File: config.mk
export PLATFORM = sky130hd
export DESIGN_NAME = riscv_mem_arbiter_flat
export DESIGN_NICKNAME = d
export VERILOG_FILES = /design/src/rtl/riscv_mem_arbiter_pkg.sv /design/src/rtl/riscv_mem_arbiter_if.sv /design/src/rtl/riscv_mem_arbiter_prio.sv /design/src/rtl/riscv_mem_arbiter.sv /design/src/flat_wrapper.sv
export SDC_FILE = /design/constraint.sdc
export NUM_CORES = 1
export LEC_CHECK = 0
export BUFFER_PORTS_ARGS = -buffer_cell sky130_fd_sc_hd__buf_2
export CORE_MARGIN = 8
export CORE_UTILIZATION = 46
export DETAILED_ROUTE_END_ITERATION = 6
export PLACE_DENSITY_LB_ADDON = 0.3
export SLEW_MARGIN = 10
export SYNTH_ARGS = -nofsm -noshare
export SYNTH_HDL_FRONTEND = slang
export SYNTH_SLANG_ARGS = --single-unit
File: constraint.sdc
create_clock -name clk_i -period 1.6 [get_ports clk_i]
set_input_delay 0.16 -clock clk_i [delete_from_list [all_inputs] [get_ports clk_i]]
set_output_delay 0.16 -clock clk_i [all_outputs]
set_load 0.005 [all_outputs]
File: src/rtl/riscv_mem_arbiter_pkg.sv
// Shared types and constants for the IF/DM memory arbiter.
package riscv_mem_pkg;

   typedef enum logic {IDLE, BUSY} state_e;
   typedef enum logic {OWN_IF, OWN_DM} owner_e;

   localparam int unsigned MEM_LAT_DEF = 2;

   // Wide enough for any practical data width; users slice the low DATA_W/8 bits.
   localparam logic [127:0] BE_ALL = '1;

endpackage

File: src/rtl/riscv_mem_arbiter_if.sv
// Bus bundle between the fetch/memory stages, the arbiter and the shared memory.
interface riscv_mem_arbiter_if #(
   parameter int unsigned ADDR_W = 32,
   parameter int unsigned DATA_W = 32
);
   localparam int unsigned BE_W = DATA_W / 8;

   logic              if_req_i;
   logic [ADDR_W-1:0] if_addr_i;
   logic              if_kill_i;
   logic              if_gnt_o;
   logic              if_rvalid_o;
   logic [DATA_W-1:0] if_rdata_o;

   logic              dm_req_i;
   logic              dm_we_i;
   logic [BE_W-1:0]   dm_be_i;
   logic [ADDR_W-1:0] dm_addr_i;
   logic [DATA_W-1:0] dm_wdata_i;
   logic              dm_gnt_o;
   logic              dm_rvalid_o;
   logic [DATA_W-1:0] dm_rdata_o;

   logic              mem_req_o;
   logic              mem_we_o;
   logic [BE_W-1:0]   mem_be_o;
   logic [ADDR_W-1:0] mem_addr_o;
   logic [DATA_W-1:0] mem_wdata_o;
   logic [DATA_W-1:0] mem_rdata_i;

   modport slave (
      input  if_req_i, if_addr_i, if_kill_i,
      output if_gnt_o, if_rvalid_o, if_rdata_o,
      input  dm_req_i, dm_we_i, dm_be_i, dm_addr_i, dm_wdata_i,
      output dm_gnt_o, dm_rvalid_o, dm_rdata_o,
      output mem_req_o, mem_we_o, mem_be_o, mem_addr_o, mem_wdata_o,
      input  mem_rdata_i
   );

   modport master (
      output if_req_i, if_addr_i, if_kill_i,
      input  if_gnt_o, if_rvalid_o, if_rdata_o,
      output dm_req_i, dm_we_i, dm_be_i, dm_addr_i, dm_wdata_i,
      input  dm_gnt_o, dm_rvalid_o, dm_rdata_o,
      input  mem_req_o, mem_we_o, mem_be_o, mem_addr_o, mem_wdata_o,
      output mem_rdata_i
   );

endinterface

File: src/rtl/riscv_mem_arbiter_prio.sv
// Winner selection between IF and DM with a saturating IF starvation counter.
module riscv_mem_arb_prio
   import riscv_mem_pkg::*;
#(
   parameter int unsigned STARVE_MAX = 4
) (
   input  logic   clk_i,
   input  logic   rst_ni,
   input  logic   idle_i,
   input  logic   if_req_i,
   input  logic   if_kill_i,
   input  logic   dm_req_i,
   output logic   win_valid_o,
   output owner_e win_owner_o
);
   localparam int unsigned ST_W = $clog2(STARVE_MAX + 1);

   logic [ST_W-1:0] starve_q, starve_d;
   logic            if_elig;
   logic            force_if;

   assign if_elig  = if_req_i & ~if_kill_i;
   assign force_if = if_elig & (starve_q >= ST_W'(STARVE_MAX));

   always_comb begin
      win_valid_o = idle_i & (if_elig | dm_req_i);
      win_owner_o = (force_if | ~dm_req_i) ? OWN_IF : OWN_DM;
   end

   always_comb begin
      starve_d = starve_q;
      if (!if_req_i || (win_valid_o && win_owner_o == OWN_IF)) begin
         starve_d = '0;
      end else if (win_valid_o && win_owner_o == OWN_DM && if_elig &&
                   starve_q < ST_W'(STARVE_MAX)) begin
         starve_d = starve_q + ST_W'(1);
      end
   end

   always_ff @(posedge clk_i or negedge rst_ni) begin
      if (!rst_ni) starve_q <= '0;
      else         starve_q <= starve_d;
   end

endmodule

File: src/rtl/riscv_mem_arbiter.sv
// Single-port fixed-latency memory shared by fetch (IF) and memory stage (DM).
module riscv_mem_arbiter
   import riscv_mem_pkg::*;
#(
   parameter int unsigned ADDR_W     = 32,
   parameter int unsigned DATA_W     = 32,
   parameter int unsigned MEM_LAT    = MEM_LAT_DEF,
   parameter int unsigned STARVE_MAX = 4
) (
   input  logic               clk_i,
   input  logic               rst_i,
   riscv_mem_arbiter_if.slave bus,
   output logic               busy_o
);
   localparam int unsigned BE_W  = DATA_W / 8;
   localparam int unsigned CNT_W = $clog2(MEM_LAT + 1);

   state_e            state_q, state_d;
   owner_e            owner_q, owner_d;
   logic [CNT_W-1:0]  cnt_q, cnt_d;
   logic              drop_q, drop_d;

   logic              if_gnt_q, if_gnt_d, dm_gnt_q, dm_gnt_d;
   logic              if_rvalid_q, if_rvalid_d, dm_rvalid_q, dm_rvalid_d;
   logic [DATA_W-1:0] if_rdata_q, if_rdata_d, dm_rdata_q, dm_rdata_d;

   logic              mem_req_q, mem_req_d, mem_we_q, mem_we_d;
   logic [BE_W-1:0]   mem_be_q, mem_be_d;
   logic [ADDR_W-1:0] mem_addr_q, mem_addr_d;
   logic [DATA_W-1:0] mem_wdata_q, mem_wdata_d;

   logic              win_valid;
   owner_e            win_owner;

   riscv_mem_arb_prio #(
      .STARVE_MAX(STARVE_MAX)
   ) u_prio (
      .clk_i      (clk_i),
      .rst_ni     (rst_i),
      .idle_i     (state_q == IDLE),
      .if_req_i   (bus.if_req_i),
      .if_kill_i  (bus.if_kill_i),
      .dm_req_i   (bus.dm_req_i),
      .win_valid_o(win_valid),
      .win_owner_o(win_owner)
   );

   always_comb begin
      state_d     = state_q;
      owner_d     = owner_q;
      cnt_d       = cnt_q;
      drop_d      = drop_q;
      if_gnt_d    = 1'b0;
      dm_gnt_d    = 1'b0;
      mem_req_d   = 1'b0;
      if_rvalid_d = 1'b0;
      dm_rvalid_d = 1'b0;
      if_rdata_d  = if_rdata_q;
      dm_rdata_d  = dm_rdata_q;
      mem_we_d    = mem_we_q;
      mem_be_d    = mem_be_q;
      mem_addr_d  = mem_addr_q;
      mem_wdata_d = mem_wdata_q;

      case (state_q)
         IDLE: begin
            drop_d = 1'b0;
            if (win_valid) begin
               state_d   = BUSY;
               owner_d   = win_owner;
               cnt_d     = CNT_W'(MEM_LAT);
               mem_req_d = 1'b1;
               if (win_owner == OWN_IF) begin
                  if_gnt_d    = 1'b1;
                  mem_we_d    = 1'b0;
                  mem_be_d    = BE_ALL[BE_W-1:0];
                  mem_addr_d  = bus.if_addr_i;
                  mem_wdata_d = '0;
               end else begin
                  dm_gnt_d    = 1'b1;
                  mem_we_d    = bus.dm_we_i;
                  mem_be_d    = bus.dm_be_i;
                  mem_addr_d  = bus.dm_addr_i;
                  mem_wdata_d = bus.dm_wdata_i;
               end
            end
         end
         BUSY: begin
            if (owner_q == OWN_IF && bus.if_kill_i) drop_d = 1'b1;
            if (cnt_q != '0) begin
               cnt_d = cnt_q - CNT_W'(1);
            end else begin
               state_d = IDLE;
               drop_d  = 1'b0;
               // A kill arriving in the sampling cycle itself also suppresses the response.
               if (owner_q == OWN_IF) begin
                  if_rdata_d  = bus.mem_rdata_i;
                  if_rvalid_d = ~(drop_q | bus.if_kill_i);
               end else begin
                  dm_rdata_d  = mem_we_q ? '0 : bus.mem_rdata_i;
                  dm_rvalid_d = 1'b1;
               end
            end
         end
      endcase
   end

   always_ff @(posedge clk_i or negedge rst_i) begin
      if (!rst_i) begin
         state_q     <= IDLE;
         owner_q     <= OWN_IF;
         cnt_q       <= '0;
         drop_q      <= 1'b0;
         if_gnt_q    <= 1'b0;
         dm_gnt_q    <= 1'b0;
         if_rvalid_q <= 1'b0;
         dm_rvalid_q <= 1'b0;
         if_rdata_q  <= '0;
         dm_rdata_q  <= '0;
         mem_req_q   <= 1'b0;
         mem_we_q    <= 1'b0;
         mem_be_q    <= '0;
         mem_addr_q  <= '0;
         mem_wdata_q <= '0;
      end else begin
         state_q     <= state_d;
         owner_q     <= owner_d;
         cnt_q       <= cnt_d;
         drop_q      <= drop_d;
         if_gnt_q    <= if_gnt_d;
         dm_gnt_q    <= dm_gnt_d;
         if_rvalid_q <= if_rvalid_d;
         dm_rvalid_q <= dm_rvalid_d;
         if_rdata_q  <= if_rdata_d;
         dm_rdata_q  <= dm_rdata_d;
         mem_req_q   <= mem_req_d;
         mem_we_q    <= mem_we_d;
         mem_be_q    <= mem_be_d;
         mem_addr_q  <= mem_addr_d;
         mem_wdata_q <= mem_wdata_d;
      end
   end

   assign bus.if_gnt_o    = if_gnt_q;
   assign bus.if_rvalid_o = if_rvalid_q;
   assign bus.if_rdata_o  = if_rdata_q;
   assign bus.dm_gnt_o    = dm_gnt_q;
   assign bus.dm_rvalid_o = dm_rvalid_q;
   assign bus.dm_rdata_o  = dm_rdata_q;
   assign bus.mem_req_o   = mem_req_q;
   assign bus.mem_we_o    = mem_we_q;
   assign bus.mem_be_o    = mem_be_q;
   assign bus.mem_addr_o  = mem_addr_q;
   assign bus.mem_wdata_o = mem_wdata_q;
   assign busy_o          = (state_q == BUSY);

endmodule

File: src/flat_wrapper.sv
// flat-port wrapper written by rule: the top's interface ports become plain ports
module riscv_mem_arbiter_flat import riscv_mem_pkg::*;
#(
   parameter int unsigned ADDR_W     = 32,
   parameter int unsigned DATA_W     = 32,
   parameter int unsigned MEM_LAT    = MEM_LAT_DEF,
   parameter int unsigned STARVE_MAX = 4
)
  (clk_i, rst_i, busy_o, bus_if_req_i, bus_if_addr_i, bus_if_kill_i, bus_if_gnt_o, bus_if_rvalid_o, bus_if_rdata_o, bus_dm_req_i, bus_dm_we_i, bus_dm_be_i, bus_dm_addr_i, bus_dm_wdata_i, bus_dm_gnt_o, bus_dm_rvalid_o, bus_dm_rdata_o, bus_mem_req_o, bus_mem_we_o, bus_mem_be_o, bus_mem_addr_o, bus_mem_wdata_o, bus_mem_rdata_i);
  riscv_mem_arbiter_if #(.ADDR_W(ADDR_W), .DATA_W(DATA_W)) bus_i ();
  input  logic clk_i;
  input  logic rst_i;
  output logic busy_o;
  input wire logic [$bits(bus_i.if_req_i)-1:0] bus_if_req_i;
  input wire logic [$bits(bus_i.if_addr_i)-1:0] bus_if_addr_i;
  input wire logic [$bits(bus_i.if_kill_i)-1:0] bus_if_kill_i;
  output wire logic [$bits(bus_i.if_gnt_o)-1:0] bus_if_gnt_o;
  output wire logic [$bits(bus_i.if_rvalid_o)-1:0] bus_if_rvalid_o;
  output wire logic [$bits(bus_i.if_rdata_o)-1:0] bus_if_rdata_o;
  input wire logic [$bits(bus_i.dm_req_i)-1:0] bus_dm_req_i;
  input wire logic [$bits(bus_i.dm_we_i)-1:0] bus_dm_we_i;
  input wire logic [$bits(bus_i.dm_be_i)-1:0] bus_dm_be_i;
  input wire logic [$bits(bus_i.dm_addr_i)-1:0] bus_dm_addr_i;
  input wire logic [$bits(bus_i.dm_wdata_i)-1:0] bus_dm_wdata_i;
  output wire logic [$bits(bus_i.dm_gnt_o)-1:0] bus_dm_gnt_o;
  output wire logic [$bits(bus_i.dm_rvalid_o)-1:0] bus_dm_rvalid_o;
  output wire logic [$bits(bus_i.dm_rdata_o)-1:0] bus_dm_rdata_o;
  output wire logic [$bits(bus_i.mem_req_o)-1:0] bus_mem_req_o;
  output wire logic [$bits(bus_i.mem_we_o)-1:0] bus_mem_we_o;
  output wire logic [$bits(bus_i.mem_be_o)-1:0] bus_mem_be_o;
  output wire logic [$bits(bus_i.mem_addr_o)-1:0] bus_mem_addr_o;
  output wire logic [$bits(bus_i.mem_wdata_o)-1:0] bus_mem_wdata_o;
  input wire logic [$bits(bus_i.mem_rdata_i)-1:0] bus_mem_rdata_i;
  assign bus_i.if_req_i = bus_if_req_i;
  assign bus_i.if_addr_i = bus_if_addr_i;
  assign bus_i.if_kill_i = bus_if_kill_i;
  assign bus_if_gnt_o = bus_i.if_gnt_o;
  assign bus_if_rvalid_o = bus_i.if_rvalid_o;
  assign bus_if_rdata_o = bus_i.if_rdata_o;
  assign bus_i.dm_req_i = bus_dm_req_i;
  assign bus_i.dm_we_i = bus_dm_we_i;
  assign bus_i.dm_be_i = bus_dm_be_i;
  assign bus_i.dm_addr_i = bus_dm_addr_i;
  assign bus_i.dm_wdata_i = bus_dm_wdata_i;
  assign bus_dm_gnt_o = bus_i.dm_gnt_o;
  assign bus_dm_rvalid_o = bus_i.dm_rvalid_o;
  assign bus_dm_rdata_o = bus_i.dm_rdata_o;
  assign bus_mem_req_o = bus_i.mem_req_o;
  assign bus_mem_we_o = bus_i.mem_we_o;
  assign bus_mem_be_o = bus_i.mem_be_o;
  assign bus_mem_addr_o = bus_i.mem_addr_o;
  assign bus_mem_wdata_o = bus_i.mem_wdata_o;
  assign bus_i.mem_rdata_i = bus_mem_rdata_i;
  riscv_mem_arbiter #(.ADDR_W(ADDR_W), .DATA_W(DATA_W), .MEM_LAT(MEM_LAT), .STARVE_MAX(STARVE_MAX)) u_core (.clk_i(clk_i), .rst_i(rst_i), .bus(bus_i), .busy_o(busy_o));
endmodule
Yosys cells after proc, flatten, opt, wreduce, memory -nomap -nowiden
Cells that the tools add are included.
- add/sub/neg operators: 2
- multiply operators: 0
- divide/modulo/power cells: 0
- $lt $le $gt $ge: 2
- equality and inequality tests: 3
- shift-type cells: 0
- muxes and demuxes: 29
- bitwise gates (word level): 12
- reductions and logical operators: 13
- operators by type and width (operator ; count):
    $mux 32 ; 3
    $mux 1 ; 18
    $mux 3 ; 2
    $not 1->1 ; 6
    $reduce_and 3->1 ; 2
    $logic_and 1x1->1 ; 5
    $mux 2 ; 2
    $mux 4 ; 1
    $pmux 1 s2 ; 2
    $pmux 2 s2 ; 1
    $reduce_and 2->1 ; 2
    $reduce_bool 2->1 ; 2
    $add 3x1->3 const B ; 1
    $and 1x1->1 ; 3
    $ge 3x3->1 const B ; 1
    $lt 3x3->1 const B ; 1
    $ne 3x3->1 const B ; 1
    $or 1x1->1 ; 3
    $ne 2x1->1 const B ; 1
    $ne 2x2->1 const B ; 1
    $sub 2x1->2 const B ; 1
    $logic_not 1->1 ; 1
    $logic_or 1x1->1 ; 1
- register bits after elaboration: 146
- latch bits: 0
- bits in writable memories: 0
- bits in read-only memories: 0
- input bits: 138
- output and inout bits: 139
- word-level logic and storage cells: 77
- memories: 0

Longest topological paths before layout
Gate-level depths: netlist of run 1.
- depth after elaboration: 10
- mapped depth: 7

Hierarchy
A second synthesis of run 1 with hierarchy kept.
- cell total of the unflattened synthesis: 554
- area total of the unflattened synthesis: 6022.0 µm²
- by module, submodules not included (module ; instances ; cells each ; area each (µm²) ; sequential area each (µm²)):
    riscv_mem_arbiter ; 1 ; 537 ; 5826.8 ; 3578.4
    riscv_mem_arb_prio ; 1 ; 17 ; 195.2 ; 75.1

Least setup slack after synthesis of run 1
Ideal clock, no wire load.
- kind: register to register
- from: register u_core.cnt_q[0]
- to: register u_core.if_rdata_q[10] (netlist: u_core.bus.if_rdata_o[10])
- arrival: 1.312 ns
- required time: 1.475 ns
- setup slack: 0.163 ns
- stages on the path, launching flop included: 6
- buffers on the path: 1
- cell sequence: dfrtp_1 > inv_1 > ha_1 > nand3_1 > buf_2 > mux2_2
- cells in the longest elaborated chain, start to end: 3
- ends and longest elaborated chain (item ; line ; RTL):
    from (decl) ; riscv_mem_arbiter.sv:20 ; logic [CNT_W-1:0] cnt_q, cnt_d;
    from (signal assigned) ; riscv_mem_arbiter.sv:128 ; cnt_q <= cnt_d;
    $reduce_bool 2->1 ; riscv_mem_arbiter.sv:90 ; if (cnt_q != '0) begin
    $not 1->1 (no source line) ; - ;
    $reduce_and 3->1 (no source line) ; - ;
    to (signal assigned) ; riscv_mem_arbiter.sv:134 ; if_rdata_q <= if_rdata_d;
    to (decl) ; riscv_mem_arbiter.sv:25 ; logic [DATA_W-1:0] if_rdata_q, if_rdata_d, dm_rdata_q, dm_rdata_d;
Every way passes these cells.
A chain may end at the register's enable or synchronous reset.

Final worst setup path of run 1
- from: register u_core.cnt_q[0]
- to: register u_core.if_rdata_q[25] (netlist: u_core.bus.if_rdata_o[25])
The elaborated chain is that of the path after synthesis.

==> Flow_metrics.wiki, run 1 <==
{| class="wikitable"
! Metric !! Value
|-
| Result of the run || completed
|-
| Total count of hold-check failures in the final report || 0
|-
| PortBufs || 276
|-
| Register-to-register path setup slack || 160 ps
|-
| Crit-path max FO || 33
|-
| Global routing usage summed across all routing layers || 22.2%
|-
| Required time of the worst setup path || 1880 ps
|-
| Routed via count divided by cell count || 5.12
|-
| Switching Share || 31.8%
|-
| Number of DRC markers after the initial detailed-route iteration || 323
|-
| Share of synthesized registers carrying an async set or reset || 100%
|-
| Critical path, cell by cell || inv_1 > ha_1 > nand3_2 > buf_12 > mux2_2
|-
| Primary flip-flop cell chosen by synthesis mapping || sky130_fd_sc_hd__dfrtp_1
|-
| Number of vias in the routed layout || 5112
|-
| Count of state elements after synthesis || 146
|-
| Kind of end point of the critical path || flip-flop
|-
| Most common cell after layout, fill and taps aside || sky130_fd_sc_hd__buf_2
|-
| Max Buffers Root-to-Sink || 2
|-
| Die height || 128 microns
|-
| Worst path max stage delay || 360 ps
|-
| Net switching power || 5.07 mW
|-
| Clock transition time at the flip-flop clock pins of the worst setup and hold paths || 60 ps
|-
| NumNets Final || 953
|-
| Util after Layout || 71.6%
|-
| Top-Level Pins || 277
|-
| Synthesis warning total || 0
|-
| Drc violations || 0
|-
| TritonCTS buffer count || 17
|-
| First-pass GRT wire length || 28900 microns
|-
| Setup repair after global routing missed its margin || false
|-
| Family with the most delay on the worst path || multiplexers
|-
| Final GP Congestion || 0.791
|-
| WL final || 18000 microns
|-
| Iteration count of the initial detailed-routing pass || 4
|-
| Global route overflow || 0
|-
| Drt wl/cell || 18.0 microns
|-
| Initial core utilization || 46.4%
|-
| Synth cell types || 29
|-
| Pin count of the biggest net entering global routing || 66
|-
| Combinational share of power || 34.9%
|-
| Worst Skew || 9.85 ps
|-
| Die outline area || 0.0164 sq mm
|-
| Worst endpoint data arrival time || 1730 ps
|-
| Layout-stage area growth over the synthesis result || 54.3%
|-
| Number of synthesized flops with an enable pin || 0
|-
| Internal portion of total power || 10.9 mW
|-
| Number of clock sinks seen by CTS || 146
|-
| Highest achievable clock rate || 694 MHz
|-
| Worst slew pin tran || 402 ps
|-
| Core Rows || 41
|-
| Power per Cell Area || 1790 mW/mm^2
|-
| Worst setup path category || reg -> reg
|-
| Root buf cell || sky130_fd_sc_hd__clkbuf_16
|-
| DP Wirelength || 12100 microns
|-
| Post-Synthesis Mean Instance Area || 12.9 sq um
|-
| Max capacitance violation total || 0
|-
| Fraction of power consumed by sequential logic || 39.8%
|-
| Final Max Slew Viols || 0
|-
| Number of nets still failing antenna checks after routing || 0
|-
| Rel. slew slack || 73.2%
|-
| Via count of the first global-routing pass || 5605
|-
| TritonCTS clock tree || done
|-
| Area leader, netlist || sky130_fd_sc_hd__dfrtp_1
|-
| Sequential-to-total area share from yosys stat || 63.2%
|-
| CTS H-tree lvls || 4
|-
| Startpoint type of the worst setup path || flip-flop
|-
| Antenna violations before repair || 1
|-
| Total nets after synthesis || 587
|-
| Worst Hold Class || in -> reg
|-
| Total Neg Setup Slack || 0 ps
|-
| Synthesized instance count || 447
|-
| Final critical-path required period || 1440 ps
|-
| Cell with the biggest individual delay on the critical path || sky130_fd_sc_hd__mux2_2
|-
| Commonest non-fill, non-tap cells in the layout || sky130_fd_sc_hd__buf_2 (275), sky130_fd_sc_hd__dfrtp_1 (145), sky130_fd_sc_hd__dlygate4sd3_1 (93), sky130_fd_sc_hd__o21ai_0 (37), sky130_fd_sc_hd__nand2_1 (36)
|-
| Clk_lat worst skew || 410 ps
|-
| VDD IR max || 0.732 mV
|-
| Critical path buffer and inverter count || 2
|-
| Leak Pwr || 4.62 nW
|-
| Hold slack final || 16.1 ps
|-
| Setup Viol. Count Final || 0
|-
| Summed instance area of the synthesized netlist || 0.00578 sq mm
|-
| Area of the core || 0.0125 sq mm
|-
| Synth top area cells || sky130_fd_sc_hd__dfrtp_1 (63%), sky130_fd_sc_hd__mux2_2 (6.2%), sky130_fd_sc_hd__a221o_1 (5.5%)
|-
| Horizontal die dimension || 128 microns
|-
| Synth top area share || 63.2%
|-
| Share of total power in the clock network || 25.3%
|-
| Share of the clock period used by the worst path after layout || 90.1%
|-
| Layout cell share with drive strength beyond 1 || 43.9%
|}
[path summary, 6_finish.rpt]
kind | from | end | depth (start not counted)
worst min-delay path | bus_mem_rdata_i[20] | u_core.bus.if_rdata_o[20] | 2
worst min register to register | u_core.drop_q | u_core.bus.if_rvalid_o | 1
min in group asynchronous | rst_i | u_core.bus.dm_rdata_o[11] | 2
max in group asynchronous | rst_i | u_core.bus.if_rdata_o[23] | 3
worst max register to register | u_core.cnt_q[0] | u_core.bus.if_rdata_o[25] | 5
worst max-delay path | u_core.cnt_q[0] | u_core.bus.if_rdata_o[25] | 5
[cells by family after synthesis]
group                      share of synthesized area [%]
and+or+nand+nor                                     11.3
AOI/OAI and AO/OA                                   15.1
buffers and inverters                               3.76
muxes                                               6.23
DFF                                                 63.2
adders and majority gates                          0.433
[cells in the mapped netlist (2+ instances only)]
master and number:
sky130_fd_sc_hd__a21boi_0 3, sky130_fd_sc_hd__a221o_1 32, sky130_fd_sc_hd__a22o_1 33, sky130_fd_sc_hd__and3_1 32
sky130_fd_sc_hd__buf_2 6, sky130_fd_sc_hd__buf_4 4, sky130_fd_sc_hd__buf_6 6, sky130_fd_sc_hd__clkbuf_1 18
sky130_fd_sc_hd__dfrtp_1 146, sky130_fd_sc_hd__ha_1 2, sky130_fd_sc_hd__inv_1 4, sky130_fd_sc_hd__inv_2 2
sky130_fd_sc_hd__mux2_2 32, sky130_fd_sc_hd__nand2_1 36, sky130_fd_sc_hd__nand2b_1 34, sky130_fd_sc_hd__nand3_1 4
sky130_fd_sc_hd__nor2b_2 2, sky130_fd_sc_hd__o21ai_0 37, sky130_fd_sc_hd__o22a_1 4
[flip-flops by register name, summed over array words and instances, names as in the netlist]
signal,cells
u_core.bus.dm_rdata_o,32
u_core.bus.if_rdata_o,32
u_core.bus.mem_addr_o,32
u_core.bus.mem_wdata_o,32
u_core.bus.mem_be_o,4
u_core.u_prio.starve_q,3
u_core.cnt_q,2
u_core.bus.dm_gnt_o,1
u_core.bus.dm_rvalid_o,1
u_core.bus.if_gnt_o,1
u_core.bus.if_rvalid_o,1
u_core.bus.mem_req_o,1
u_core.bus.mem_we_o,1
u_core.busy_o,1
u_core.drop_q,1
u_core.owner_q,1
[power groups by stage]
stage	clock, mW	sequential, mW	combinational, mW
after detailed placement	0	6.33	5.45
after global placement	0	6.31	5.25
after floorplan	0	6.38	2.61
final	4.04	6.35	5.56
after CTS	4.12	6.32	5.61
after global routing	4.29	6.53	6.17
[cell type report]
type,instances,area (sq um)
sequential,146,3650
fill,860,3540
timing repair buffer,381,2500
multi-input combinational,261,1930
clock buffer,17,425
tap,172,215
clock inverter,14,179
inverter,6,22.5
antenna,1,2.50
[per-stage QoR]
stage | setup WS [ps] | power [mW] | area (sq um) | instances
after global placement | 185 | 11.6 | 7390 | 873
after global routing | 87.3 | 17.0 | 8920 | 998
final | 158 | 16.0 | 8920 | 998
after detailed placement | 87.2 | 11.8 | 7390 | 873
after floorplan | 163 | 9.00 | 5780 | 447
after CTS | 86.9 | 16.1 | 8910 | 996
[routing by layer]
| layer | vias to the layer above | GRT usage (%) | wire length [microns] |
|---|---|---|---|
| met5 | - | 0 | 0 |
| met4 | 0 | 8.74 | 388 |
| met3 | 33 | 8.24 | 1620 |
| met2 | 239 | 36.7 | 8740 |
| met1 | 2486 | 25.8 | 7210 |
| li1 | 2354 | - | - |
[worst reg2reg max path, stage by stage (launching register included)]
cell	delay, ps
sky130_fd_sc_hd__dfrtp_1	330
sky130_fd_sc_hd__inv_1	50
sky130_fd_sc_hd__ha_1	240
sky130_fd_sc_hd__nand3_2	110
sky130_fd_sc_hd__buf_12	220
sky130_fd_sc_hd__mux2_2	380
[what timing repair did]
action	in CTS	in global routing
setup buffers	0	0
resized for setup	0	1
hold endpoints to repair	131	1
hold buffers	92	1
endpoints found under the setup margin	0	2
Power figures use the tool's default switching activity.
==> inputs of run 2 (changes only) <==
--- a/config.mk
+++ b/config.mk
@@ -7,7 +7,7 @@
 export LEC_CHECK = 0
 export BUFFER_PORTS_ARGS = -buffer_cell sky130_fd_sc_hd__buf_2
 export CORE_MARGIN = 8
-export CORE_UTILIZATION = 46
+export CORE_UTILIZATION = 42
 export DETAILED_ROUTE_END_ITERATION = 6
 export PLACE_DENSITY_LB_ADDON = 0.3
 export SLEW_MARGIN = 10
==> constraint.sdc (replaced) <==
create_clock -name clk_i -period 1.2 [get_ports clk_i]
set_input_delay 0.12 -clock clk_i [delete_from_list [all_inputs] [get_ports clk_i]]
set_output_delay 0.12 -clock clk_i [all_outputs]
set_load 0.005 [all_outputs]
==> run 2 against run 1 <==
Against the previous run:
- the run now ends with negative setup slack left
- wire length grew 16%
- setup slack lost 330 ps
- core utilization grew 2.4 points
==> Flow_metrics.wiki, run 2 (synthesis results as in run 1) <==
{| class="wikitable"
! Metric !! Value
|-
| Result of the run || finished, violations left
|-
| Violated checks || negative setup slack
|-
| Total placed instance area || 0.00758 sq mm (+2.6%)
|-
| Routed via count divided by cell count || 5.11 (-0.22%)
|-
| Minimum setup slack in the final design || -177 ps (-335 ps)
|-
| Number of vias in the routed layout || 5433 (+6.3%)
|-
| Clock transition time at the flip-flop clock pins of the worst setup and hold paths || 60 ps (about the same)
|-
| Kind of end point of the critical path || flip-flop
|-
| Antenna violations before repair || 2 (+1)
|-
| Worst path max stage delay || 440 ps (+80 ps)
|-
| Cell with the biggest individual delay on the critical path || sky130_fd_sc_hd__dfrtp_2
|-
| PortBufs || 276 (unchanged)
|-
| Final GP Congestion || 0.792 (+0.20%)
|-
| Setup repair after global routing missed its margin || true
|-
| Commonest non-fill, non-tap cells in the layout || sky130_fd_sc_hd__buf_2 (273), sky130_fd_sc_hd__dfrtp_1 (144), sky130_fd_sc_hd__dlygate4sd3_1 (102), sky130_fd_sc_hd__nand2b_1 (33), sky130_fd_sc_hd__a22o_1 (33)
|-
| Cell count of the worst hold path || 2 (unchanged)
|-
| WL final || 20800 microns (+16%)
|-
| Summed area of non-filler cells in the final layout || 0.0101 sq mm (+13%)
|-
| Hold slack final || 15.0 ps (-1.12 ps)
|-
| Leak Pwr || 5.13 nW (+11%)
|-
| Util after Layout || 74.0% (+2.4 points)
|-
| Via count of the first global-routing pass || 6116 (+9.1%)
|-
| Worst slew pin tran || 326 ps (-75.7 ps)
|-
| Total count of hold-check failures in the final report || 0 (unchanged)
|-
| Depth of the most critical reg-to-reg path || 4 (-1)
|-
| CTS H-tree lvls || 4 (unchanged)
|-
| Max capacitance violation total || 0 (unchanged)
|-
| Highest achievable clock rate || 726 MHz (+4.7%)
|-
| Setup Viol. Count Final || 136 (+136)
|-
| First-pass GRT wire length || 32500 microns (+12%)
|-
| Total Neg Setup Slack || -13450 ps (-13450 ps)
|-
| Worst Skew || 5.21 ps (-4.64 ps)
|-
| Startpoint type of the worst setup path || flip-flop
|-
| Share of the clock period used by the worst path after layout || 115% (+25 points)
|-
| NumNets Final || 1008 (+5.8%)
|-
| Die height || 133 microns (+4.1%)
|-
| Die outline area || 0.0178 sq mm (+8.3%)
|-
| Root buf cell || sky130_fd_sc_hd__clkbuf_16
|-
| Global route overflow || 0 (unchanged)
|-
| Worst Hold Class || in -> reg
|-
| Max Buffers Root-to-Sink || 2 (unchanged)
|-
| Core Rows || 43 (+4.9%)
|-
| Horizontal die dimension || 133 microns (+4.1%)
|-
| Worst endpoint data arrival time || 1670 ps (-60 ps)
|-
| Worst setup path category || reg -> reg
|-
| VDD IR max || 1.13 mV (+54%)
|-
| Crit-path max FO || 26 (-21%)
|-
| Power per Cell Area || 2430 mW/mm^2 (+36%)
|-
| Drt wl/cell || 19.6 microns (+8.7%)
|-
| TritonCTS buffer count || 17 (unchanged)
|-
| Number of DRC markers after the initial detailed-route iteration || 256 (-21%)
|-
| Critical path, cell by cell || nor2b_4 > and3b_1 > buf_12 > a221o_1
|-
| Filler cell count in the final layout || 874 (+1.6%)
|-
| Clk_lat worst skew || 420 ps (about the same)
|-
| Iteration count of the initial detailed-routing pass || 4 (unchanged)
|-
| Required time of the worst setup path || 1490 ps (-390 ps)
|-
| Drc violations || 0 (unchanged)
|-
| Most common cell after layout, fill and taps aside || sky130_fd_sc_hd__buf_2
|-
| Final Max Slew Viols || 0 (unchanged)
|-
| DP Wirelength || 12700 microns (+5.1%)
|-
| Number of clock sinks seen by CTS || 146 (unchanged)
|-
| TritonCTS clock tree || done
|-
| Global routing usage summed across all routing layers || 23.2% (+0.97 points)
|-
| Register-to-register path setup slack || -180 ps (-330 ps)
|-
| Layout-stage area growth over the synthesis result || 74.9%
|-
| Top-Level Pins || 277 (unchanged)
|-
| Pin count of the biggest net entering global routing || 41 (-38%)
|-
| Initial core utilization || 42.3% (-4.1 points)
|-
| Layout cell share with drive strength beyond 1 || 53.1% (+9.2 points)
|-
| Sum of internal, switching and leakage power || 24.5 mW (+54%)
|-
| Area of the core || 0.0137 sq mm (+9.6%)
|-
| Number of nets still failing antenna checks after routing || 0 (unchanged)
|-
| Final critical-path required period || 1380 ps (-65.3 ps)
|-
| Rel. slew slack || 78.3% (+5.0 points)
|}
run 2: changes by cell type in the layout (fill, tap and decap cells not counted), moves of 3 or more:
cell,delta
sky130_fd_sc_hd__nand2_2,+13
sky130_fd_sc_hd__buf_4,+13
sky130_fd_sc_hd__buf_6,+12
sky130_fd_sc_hd__o21ai_1,+13
sky130_fd_sc_hd__nand2_1,-33
sky130_fd_sc_hd__buf_12,+9
sky130_fd_sc_hd__o21ai_2,+18
sky130_fd_sc_hd__nand2_4,+20
sky130_fd_sc_hd__inv_1,-3
sky130_fd_sc_hd__dlygate4sd3_1,+9
sky130_fd_sc_hd__buf_16,+7
sky130_fd_sc_hd__o21ai_0,-32
sky130_fd_sc_hd__buf_8,+3
run 2: final timing paths:
kind | start | endpoint
min | bus_if_req_i | u_core.u_prio.starve_q[0]
min reg2reg | u_core.drop_q | u_core.bus.if_rvalid_o
min in group asynchronous | rst_i | u_core.bus.dm_rdata_o[10]
max reg2reg | u_core.u_prio.starve_q[2] | u_core.bus.mem_addr_o[2]
max | u_core.u_prio.starve_q[2] | u_core.bus.mem_addr_o[2]
max in group asynchronous | rst_i | u_core.u_prio.starve_q[2]
run 2: cell type report:
type / count / area, sq um / share of cell area [%]
Clock buffer: 18 / 439 / 4.34
Tap cell: 180 / 225 / 2.23
Multi-Input combinational cell: 262 / 2240 / 22.2
Inverter: 6 / 30.0 / 0.297
Timing Repair Buffer: 435 / 3310 / 32.7
Sequential cell: 146 / 3660 / 36.2
Antenna cell: 2 / 5.00 / 0.0495
Clock inverter: 14 / 203 / 2.00
run 2: stage by stage:
| stage | setup slack [ps] | instances |
|---|---|---|
| final | -177 | 1063 |
| after global routing | -229 | 1063 |
| after CTS | -178 | 1058 |
| after detailed placement | -375 | 897 |
| after global placement | -295 | 897 |
| after floorplan | -188 | 447 |
run 2: metal layers:
metal	track usage (%)	up-vias	part of all wire, %
met3	7.68	49	7.9
met5	0	-	0
met1	25.5	2641	38
li1	-	2485	-
met4	12.0	0	3.4
met2	39.3	258	51
run 2: power by group:
group | internal [mW] | switching, mW | leakage [nW]
sequential | 7.18 | 1.51 | 1.80
clock | 3.57 | 2.11 | 0.311
combinational | 5.84 | 4.32 | 3.02
run 2: worst max-delay path, delay by kind of cell, from the launching register on:
| kind | cells | cell delay (ps) |
|---|---|---|
| AO/OA/AOI/OAI | 1 | 310 |
| AND/OR/NAND/NOR | 2 | 340 |
| buffers and inverters | 1 | 170 |
| flip-flops | 1 | 440 |
run 2: timing repair:
item | CTS | global route
hold endpoints to repair | 281 | 0
setup buffers | 16 | 6
gates resized for setup | 99 | 49
pin swaps | 30 | 27
hold buffers | 102 | 0
cloned | 12 | 2
setup endpoints to repair | 137 | 142
